### src/rtl/booth_pkg.sv
// Shared definitions for the Booth multiplier and its result collector.
package booth_pkg;

    // Operand / export bus width shared with the multiplier.
    localparam int unsigned BOOTH_WIDTH   = 8;
    // Default number of buffered products in the collector.
    localparam int unsigned COLLECT_DEPTH = 4;

    // Half-word assembly state.
    typedef enum logic {
        WAIT_HI = 1'b0,
        WAIT_LO = 1'b1
    } collect_state_e;

endpackage

### src/rtl/sync_fifo.sv
// Single-clock FIFO; a push into a full FIFO is accepted only alongside a pop.
module sync_fifo #(
    parameter int unsigned DW    = 16,
    parameter int unsigned DEPTH = 4
) (
    input  logic                     clk,
    input  logic                     rst,
    input  logic                     i_push,
    input  logic                     i_pop,
    input  logic [DW-1:0]            i_data,
    output logic [DW-1:0]            o_data,
    output logic [$clog2(DEPTH):0]   o_count,
    output logic                     o_full,
    output logic                     o_empty
);

    localparam int unsigned AW = $clog2(DEPTH);
    localparam int unsigned CW = AW + 1;

    logic [DW-1:0] r_mem [DEPTH];
    logic [AW-1:0] r_wr_ptr;
    logic [AW-1:0] r_rd_ptr;
    logic [CW-1:0] r_count;
    logic          w_pop_ok;
    logic          w_push_ok;

    assign o_full    = (r_count == CW'(DEPTH));
    assign o_empty   = (r_count == '0);
    assign w_pop_ok  = i_pop & ~o_empty;
    assign w_push_ok = i_push & (~o_full | w_pop_ok);
    assign o_data    = r_mem[r_rd_ptr];
    assign o_count   = r_count;

    // Storage write; contents need no reset since reads are gated by occupancy.
    always_ff @(posedge clk) begin
        if (w_push_ok) begin
            r_mem[r_wr_ptr] <= i_data;
        end
    end

    // Pointers wrap naturally at the power-of-two depth; occupancy tracks push/pop.
    always_ff @(posedge clk or negedge rst) begin
        if (!rst) begin
            r_wr_ptr <= '0;
            r_rd_ptr <= '0;
            r_count  <= '0;
        end else begin
            if (w_push_ok) begin
                r_wr_ptr <= r_wr_ptr + AW'(1);
            end
            if (w_pop_ok) begin
                r_rd_ptr <= r_rd_ptr + AW'(1);
            end
            if (w_push_ok && !w_pop_ok) begin
                r_count <= r_count + CW'(1);
            end else if (w_pop_ok && !w_push_ok) begin
                r_count <= r_count - CW'(1);
            end
        end
    end

endmodule

### src/rtl/booth_result_collector.sv
// Reassembles high/low product halves from the multiplier export bus and buffers them.
module booth_result_collector
    import booth_pkg::*;
#(
    parameter int unsigned WIDTH = BOOTH_WIDTH,
    parameter int unsigned DEPTH = COLLECT_DEPTH
) (
    input  logic                     clk,
    input  logic                     rst,
    input  logic                     done,
    input  logic                     selL,
    input  logic                     selR,
    input  logic [WIDTH-1:0]         dataBus,
    input  logic                     clrErr,
    input  logic                     outReady,
    output logic                     outValid,
    output logic [2*WIDTH-1:0]       outProduct,
    output logic                     full,
    output logic [$clog2(DEPTH):0]   count,
    output logic                     overflow,
    output logic                     protoErr
);

    collect_state_e     r_state;
    logic [WIDTH-1:0]   r_hi;
    logic               r_overflow;
    logic               r_proto_err;

    logic               w_hi_ev;
    logic               w_lo_ev;
    logic               w_bad_sel;
    logic               w_push_req;
    logic               w_proto_set;
    logic               w_ovf_set;
    logic               w_empty;
    logic [2*WIDTH-1:0] w_head;

    assign w_hi_ev     = done & selL & ~selR;
    assign w_lo_ev     = done & selR & ~selL;
    assign w_bad_sel   = done & ~(selL ^ selR);
    assign w_push_req  = (r_state == WAIT_LO) & w_lo_ev;
    assign w_proto_set = w_bad_sel
                       | ((r_state == WAIT_HI) & w_lo_ev)
                       | ((r_state == WAIT_LO) & w_hi_ev);
    // A completed product is lost only when no pop frees a slot this cycle.
    assign w_ovf_set   = w_push_req & full & ~(outReady & ~w_empty);

    // Assembly FSM; a high half seen while waiting for the low half restarts the word.
    always_ff @(posedge clk or negedge rst) begin
        if (!rst) begin
            r_state <= WAIT_HI;
            r_hi    <= '0;
        end else begin
            if (w_hi_ev) begin
                r_hi    <= dataBus;
                r_state <= WAIT_LO;
            end else if (w_push_req) begin
                r_state <= WAIT_HI;
            end
        end
    end

    // Sticky error flags; a new set condition wins over a same-cycle clear.
    always_ff @(posedge clk or negedge rst) begin
        if (!rst) begin
            r_overflow  <= 1'b0;
            r_proto_err <= 1'b0;
        end else begin
            r_overflow  <= w_ovf_set   | (r_overflow  & ~clrErr);
            r_proto_err <= w_proto_set | (r_proto_err & ~clrErr);
        end
    end

    sync_fifo #(
        .DW    (2*WIDTH),
        .DEPTH (DEPTH)
    ) u_fifo (
        .clk     (clk),
        .rst     (rst),
        .i_push  (w_push_req),
        .i_pop   (outReady),
        .i_data  ({r_hi, dataBus}),
        .o_data  (w_head),
        .o_count (count),
        .o_full  (full),
        .o_empty (w_empty)
    );

    assign outValid   = ~w_empty;
    assign outProduct = outValid ? w_head : '0;
    assign overflow   = r_overflow;
    assign protoErr   = r_proto_err;

endmodule

### config.mk
export PLATFORM = sky130hd
export DESIGN_NAME = booth_result_collector
export DESIGN_NICKNAME = d
export VERILOG_FILES = /design/src/rtl/booth_pkg.sv /design/src/rtl/sync_fifo.sv /design/src/rtl/booth_result_collector.sv
export SDC_FILE = /design/constraint.sdc
export NUM_CORES = 1
export LEC_CHECK = 0
export CORE_UTILIZATION = 30
export CTS_CLUSTER_DIAMETER = 200
export CTS_CLUSTER_SIZE = 16
export DETAILED_ROUTE_END_ITERATION = 10
export HOLD_SLACK_MARGIN = 0.02
export SYNTH_ARGS = -nofsm -noshare
export SYNTH_HDL_FRONTEND = slang
export SYNTH_HIERARCHICAL = 1
export SYNTH_SLANG_ARGS = --single-unit
### constraint.sdc
create_clock -name clk -period 7.1 [get_ports clk]
set_clock_uncertainty 0.05 [all_clocks]
set_input_delay 2.13 -clock clk [delete_from_list [all_inputs] [get_ports clk]]
set_output_delay 2.13 -clock clk [all_outputs]
set_load 0.03 [all_outputs]
==> flow_summary.json, run 1 <==
{
  "cp_max_fo": 18,
  "stdcell_area_um2": 4063,
  "clock-sinks": 82,
  "drive_above_1_share_pct": 17.67,
  "cts-resized-gates": 0,
  "grt-ovfl-total": 0,
  "area_delta_synth_final_pct": 21.66,
  "wl_mm": 5.820,
  "cts_buffer_depth": 2,
  "dpl.hpwl_mm": 3.461,
  "post-cts-setup-buffers": 0,
  "vdd_drop_max_uv": 246.1,
  "synth_edf_count": 64,
  "initial_utilization_pct": 30.81,
  "p_int_mw": 1.027,
  "ys.flop_type": "edfxtp_1",
  "grt_max_degree": 21,
  "hp-class": "flop to flop",
  "final_cell_mix": "edfxtp_1 (64), clkdlybuf4s50_1 (37), dfrtp_1 (18), nor2b_1 (16)",
  "cts-root-buf": "clkbuf_8",
  "cts.clk_slew.worst_paths_ns": 0.08,
  "gp_congestion": 0.6075,
  "worstSkewPairLatency_ns": 0.35,
  "timing.fmax_mhz": 199.5,
  "antenna_found_initial": 0,
  "wl_per_cell_um": 16.39,
  "slowest_stage": "dfrtp_1",
  "comb_power_share_pct": 35.0,
  "grt.total_usage_pct": 11.17,
  "hold_depth": 1,
  "fillers": 1021,
  "synth_fp_nets": 188,
  "timing.final.crit_share_pct": 70.58,
  "power_frac_clock_pct": 22.3,
  "holdPathEnd": "overflow",
  "detail_route.drc_violations": 0,
  "cpPeakStageDelay_ns": 1.04,
  "leakagePower_nw": 1.402,
  "r2r_end": "u_fifo/o_count[2]",
  "relSlewSlack_pct": 29.65,
  "r2r_start": "u_fifo/o_count[0]",
  "chipWidth_um": 107.5,
  "start_kind": "flop",
  "hold_buffers": 0,
  "pwr-share-seq_pct": 42.7,
  "drv_cap": 0,
  "post-route-min-period_ns": 5.011,
  "ant_nets": 0,
  "p_per_area_nw_per_um2": 383.2,
  "finalHoldViolations": 0,
  "ys_ff_latch": 82,
  "async_flop_share_pct": 21.95,
  "synth_top_cell_by_area": "edfxtp_1",
  "rows": 38,
  "dieArea_um2": 11560,
  "path_delay_family": "flip-flops",
  "critPathCaptureType": "primary output",
  "ioPinCount": 38,
  "layout_commonest_cell": "edfxtp_1",
  "port_buffers": 37,
  "drt_iter0_markers": 42,
  "synth_area_leaders": "edfxtp_1 (58%), dfrtp_1 (13%), mux4_1 (6.3%), mux4_2 (5.4%), mux2_2 (3.4%)",
  "n_antenna_cell": 0,
  "p_sw_share_pct": 34.04,
  "core_area_um2": 10840,
  "grt_pass1_wl_mm": 9.211,
  "cts_buffers": 9,
  "crit_required_ns": 4.92,
  "tritoncts": "built",
  "rsz0062_at_grt": "false",
  "yosysTopAreaCellShare_pct": 57.55,
  "finalSetupViolCount": 0,
  "syn_inst": 167,
  "yosysSeqAreaShare_pct": 71.04,
  "syn_area_um2": 3339,
  "finalMaxSlewViolations": 0,
  "h-tree-depth": 3,
  "p_switching_mw": 0.5299,
  "tightest_slew_ns": 1.055,
  "num_vias": 1567,
  "synth.distinct_cells": 28,
  "min_from": "overflow",
  "crit_path_cell_trace": "mux4_1 > nor2b_1 > clkdlybuf4s50_1",
  "cp.buffers_inverters": 1,
  "final_nets": 231,
  "r2r_slack_ns": 4.36,
  "tns_ns": 0,
  "first_pass_iters": 4,
  "critPathArrivalTime_ns": 2.83,
  "rr_worst_depth": 8,
  "status": "finished, final reports clean",
  "die_height_um": 107.5,
  "syn_avg_cell_area_um2": 20.00,
  "first_global_vias": 1733,
  "path_class": "flop to primary output",
  "viasPerCell": 4.414,
  "yosysWarnings": 6,
  "place_area_um2": 3851
}
[Yosys cell counts, drive strengths merged (2+ instances only)]
master and n:
xnor2 4, inv 6, nor2b 16, nand3b 3, xor2 2, edfxtp 64, mux4 16, and2 4
nand2b 3, dfrtp 18, mux2 10, a32o 2, ha 5, buf 4
[state kept, by name, indices dropped and copies added (netlist names)]
name,count
overflow,1
protoErr,1
r_hi,8
r_state,1
u_fifo/o_count,3
u_fifo/r_mem,64
u_fifo/r_rd_ptr,2
u_fifo/r_wr_ptr,2
[power groups by stage]
stage,logic [mW],registers [mW],clock network (mW)
final,0.545,0.665,0.347
after global routing,0.583,0.678,0.378
after detailed placement,0.553,0.678,0
after floorplan,0.393,0.634,0
after CTS,0.555,0.668,0.359
after global placement,0.549,0.673,0
[worst max-delay path by stage]
stage / start / to / slack [ns] / cells past startpoint
floorplan: u_fifo/o_count[0] / outValid / 3.19 / 3
global placement: u_fifo/r_rd_ptr[0] / outProduct[9] / 2.42 / 3
global route: u_fifo/r_rd_ptr[0] / outProduct[13] / 1.87 / 3
CTS: u_fifo/r_rd_ptr[0] / outProduct[9] / 2.02 / 3
detailed placement: u_fifo/r_rd_ptr[0] / outProduct[9] / 2.41 / 3
finish: u_fifo/r_rd_ptr[0] / outProduct[12] / 2.09 / 3
[logic make-up after synthesis]
logic type	Yosys count	share of synthesized area, %
adder cells (fa/ha/maj)	6	2.473
AO/OA/AOI/OAI	5	1.349
buffers and inverters	11	2.023
flip-flops	82	71.04
multiplexers	26	15.06
AND/OR/NAND/NOR	31	6.482
XOR/XNOR	6	1.574
[layout make-up]
| cell class | count | area [um^2] | area share [%] |
|---|---|---|---|
| sequential | 82 | 2372 | 58.39 |
| multi-input combinational | 74 | 910.9 | 22.42 |
| timing repair buffer | 37 | 370.4 | 9.116 |
| tap | 140 | 175.2 | 4.312 |
| clock buffer | 10 | 137.6 | 3.388 |
| clock inverter | 6 | 73.82 | 1.817 |
| inverter | 6 | 22.52 | 0.5544 |
[metal layers]
metal | track usage (%) | vias up | share of wire [%]
met4 | 3.816 | 0 | 1.2
met5 | 0 | - | 0
li1 | - | 736 | -
met1 | 13.35 | 779 | 44
met3 | 4.661 | 8 | 5.8
met2 | 18.09 | 44 | 49
[per-stage QoR]
stage               utilization, %  std cells  hold WS, ns  total power, mW  setup WS, ns
detailed placement           35.53        339       0.4374            1.231         2.410
global route                 37.48        355       0.4837            1.638         1.872
floorplan                        -        167       0.4209            1.028         3.185
CTS                          37.48        355       0.4620            1.581         2.022
global placement             35.53        339       0.4316            1.222         2.418
finish                       37.48        355       0.4538            1.557         2.089
Power figures use the tool's default switching activity.
==> run 2, diff against run 1 <==
==> constraint.sdc (replaced) <==
create_clock -name clk -period 5.1 [get_ports clk]
set_clock_uncertainty 0.05 [all_clocks]
set_input_delay 1.53 -clock clk [delete_from_list [all_inputs] [get_ports clk]]
set_output_delay 1.53 -clock clk [all_outputs]
set_load 0.03 [all_outputs]
==> run 2 against run 1 <==
Net effect:
- total power is 39% higher
- critical path depth is 1 higher
- combinational power is 45% higher
- setup slack worse by 1.2 ns
- largest power group unchanged
==> flow_summary.json, run 2 (synthesis gave the netlist of run 1 again) <==
{
  "path_class": "flop to primary output",
  "port_buffers": 37,
  "layout_commonest_cell": "edfxtp_1",
  "final_nets": 234,
  "drive_above_1_share_pct": 17.43,
  "final_cell_mix": "edfxtp_1 (64), clkdlybuf4s50_1 (37), dfrtp_1 (18), nor2b_1 (16), mux2_2 (10)",
  "wl_per_cell_um": 15.44,
  "relSlewSlack_pct": 39.86,
  "ioPinCount": 38,
  "n_antenna_cell": 0,
  "h-tree-depth": 3,
  "start_kind": "flop",
  "r2r_slack_ns": 2.70,
  "die_height_um": 107.5,
  "critPathCaptureType": "primary output",
  "grt_max_degree": 21,
  "leakagePower_nw": 1.416,
  "clock-sinks": 82,
  "finalSetupViolCount": 0,
  "grt.total_usage_pct": 11.02,
  "post-route-min-period_ns": 4.221,
  "cts_buffers": 9,
  "cp_max_fo": 10,
  "detail_route.drc_violations": 0,
  "first_pass_iters": 4,
  "finalMaxSlewViolations": 0,
  "post-cts-setup-buffers": 0,
  "largest_register": "u_fifo/r_mem",
  "r2r_end": "u_fifo/o_count[2]",
  "hp-class": "flop to flop",
  "cts-resized-gates": 0,
  "area_delta_synth_final_pct": 22.03,
  "vdd_drop_max_uv": 349.1,
  "timing.fmax_mhz": 236.9,
  "timing.final.crit_share_pct": 82.77,
  "first_global_vias": 1731,
  "worstSkewPairLatency_ns": 0.34,
  "core_area_um2": 10840,
  "tns_ns": 0,
  "drv_cap": 0,
  "crit_start": "u_fifo/r_rd_ptr[0]",
  "grt-ovfl-total": 0,
  "viasPerCell": 4.377,
  "antenna_found_initial": 0,
  "grt_pass1_wl_mm": 9.052,
  "cts_buffer_depth": 2,
  "largest_register_ffs": 64,
  "dpl.hpwl_mm": 3.486,
  "hold_buffers": 0,
  "tritoncts": "built",
  "post-route-util_pct": 37.59,
  "ant_nets": 0,
  "drt_iter0_markers": 53,
  "initial_utilization_pct": 30.81,
  "p_per_area_nw_per_um2": 532.6,
  "chipWidth_um": 107.5,
  "crit_path_end": "outProduct[0]",
  "crit_required_ns": 3.52,
  "rr_worst_depth": 9,
  "cts.clk_slew.worst_paths_ns": 0.08,
  "cts-root-buf": "clkbuf_8",
  "rsz0062_at_grt": "false",
  "num_vias": 1567,
  "rows": 38,
  "finalHoldViolations": 0,
  "gp_congestion": 0.6320,
  "dieArea_um2": 11560,
  "tightest_slew_ns": 0.8993,
  "critPathArrivalTime_ns": 2.64,
  "status": "finished, final reports clean",
  "r2r_start": "u_fifo/o_count[0]",
  "wl_mm": 5.528
}
[run 2: changes by cell type in the layout (fill, tap and decap cells not counted), sizes merged]
| cell | before | now |
|---|---|---|
| clkinvlp | 2 | 1 |
| buf | 0 | 3 |
| clkinv | 1 | 4 |
| inv | 8 | 6 |
| clkbuf | 10 | 9 |
| bufinv | 1 | 2 |
[run 2: per-layer routing]
layer / up-vias / wire length [um] / track usage [%]
li1: 739 / - / -
met1: 780 / 2503 / 13.25
met2: 40 / 2686 / 18.04
met3: 8 / 265 / 2.785
met4: 0 / 73 / 6.164
met5: - / 0 / 0
[run 2: worst max-delay path, stage by stage (launching register included)]
cell,delay [ns]
dfrtp_1,0.66
buf_4,0.33
mux4_1,0.57
nor2b_1,0.14
clkdlybuf4s50_1,0.60
[run 2: cell type report]
class	instances	area, um^2
Clock buffer	9	123.9
Multi-Input combinational cell	74	904.6
Fill cell	1027	6765
Clock inverter	7	83.83
Sequential cell	82	2372
Tap cell	140	175.2
Timing Repair Buffer	40	392.9
Inverter	6	22.52
[run 2: metrics by stage]
step / hold WS, ns / cell area [um^2] / setup WS, ns / total power, mW / instances
after floorplan: 0.4209 / 3339 / 1.785 / 1.431 / 167
after global placement: 0.4372 / 3867 / 1.224 / 1.709 / 342
after detailed placement: 0.4385 / 3867 / 1.169 / 1.717 / 342
after CTS: 0.4617 / 4075 / 0.8022 / 2.207 / 358
after global routing: 0.4782 / 4075 / 0.7213 / 2.286 / 358
final: 0.4587 / 4075 / 0.8789 / 2.170 / 358
[run 2: worst min-delay path by stage]
stage                                endpoint  cells past startpoint  startpoint
after floorplan           u_fifo/r_mem[0][10]                      0     r_hi[2]
after global placement               overflow                      1    overflow
after detailed placement             overflow                      1    overflow
after CTS                            overflow                      1    overflow
after global routing      u_fifo/r_mem[2][14]                      0     r_hi[6]
final                                overflow                      1    overflow
[run 2: report_power, final]
group | total, mW | switching [mW] | internal [mW] | leakage, nW
clock network | 0.484 | 0.214 | 0.270 | 0.102
registers | 0.898 | 0.0983 | 0.800 | 0.790
logic | 0.789 | 0.396 | 0.393 | 0.525
total | 2.17 | 0.708 | 1.46 | 1.42
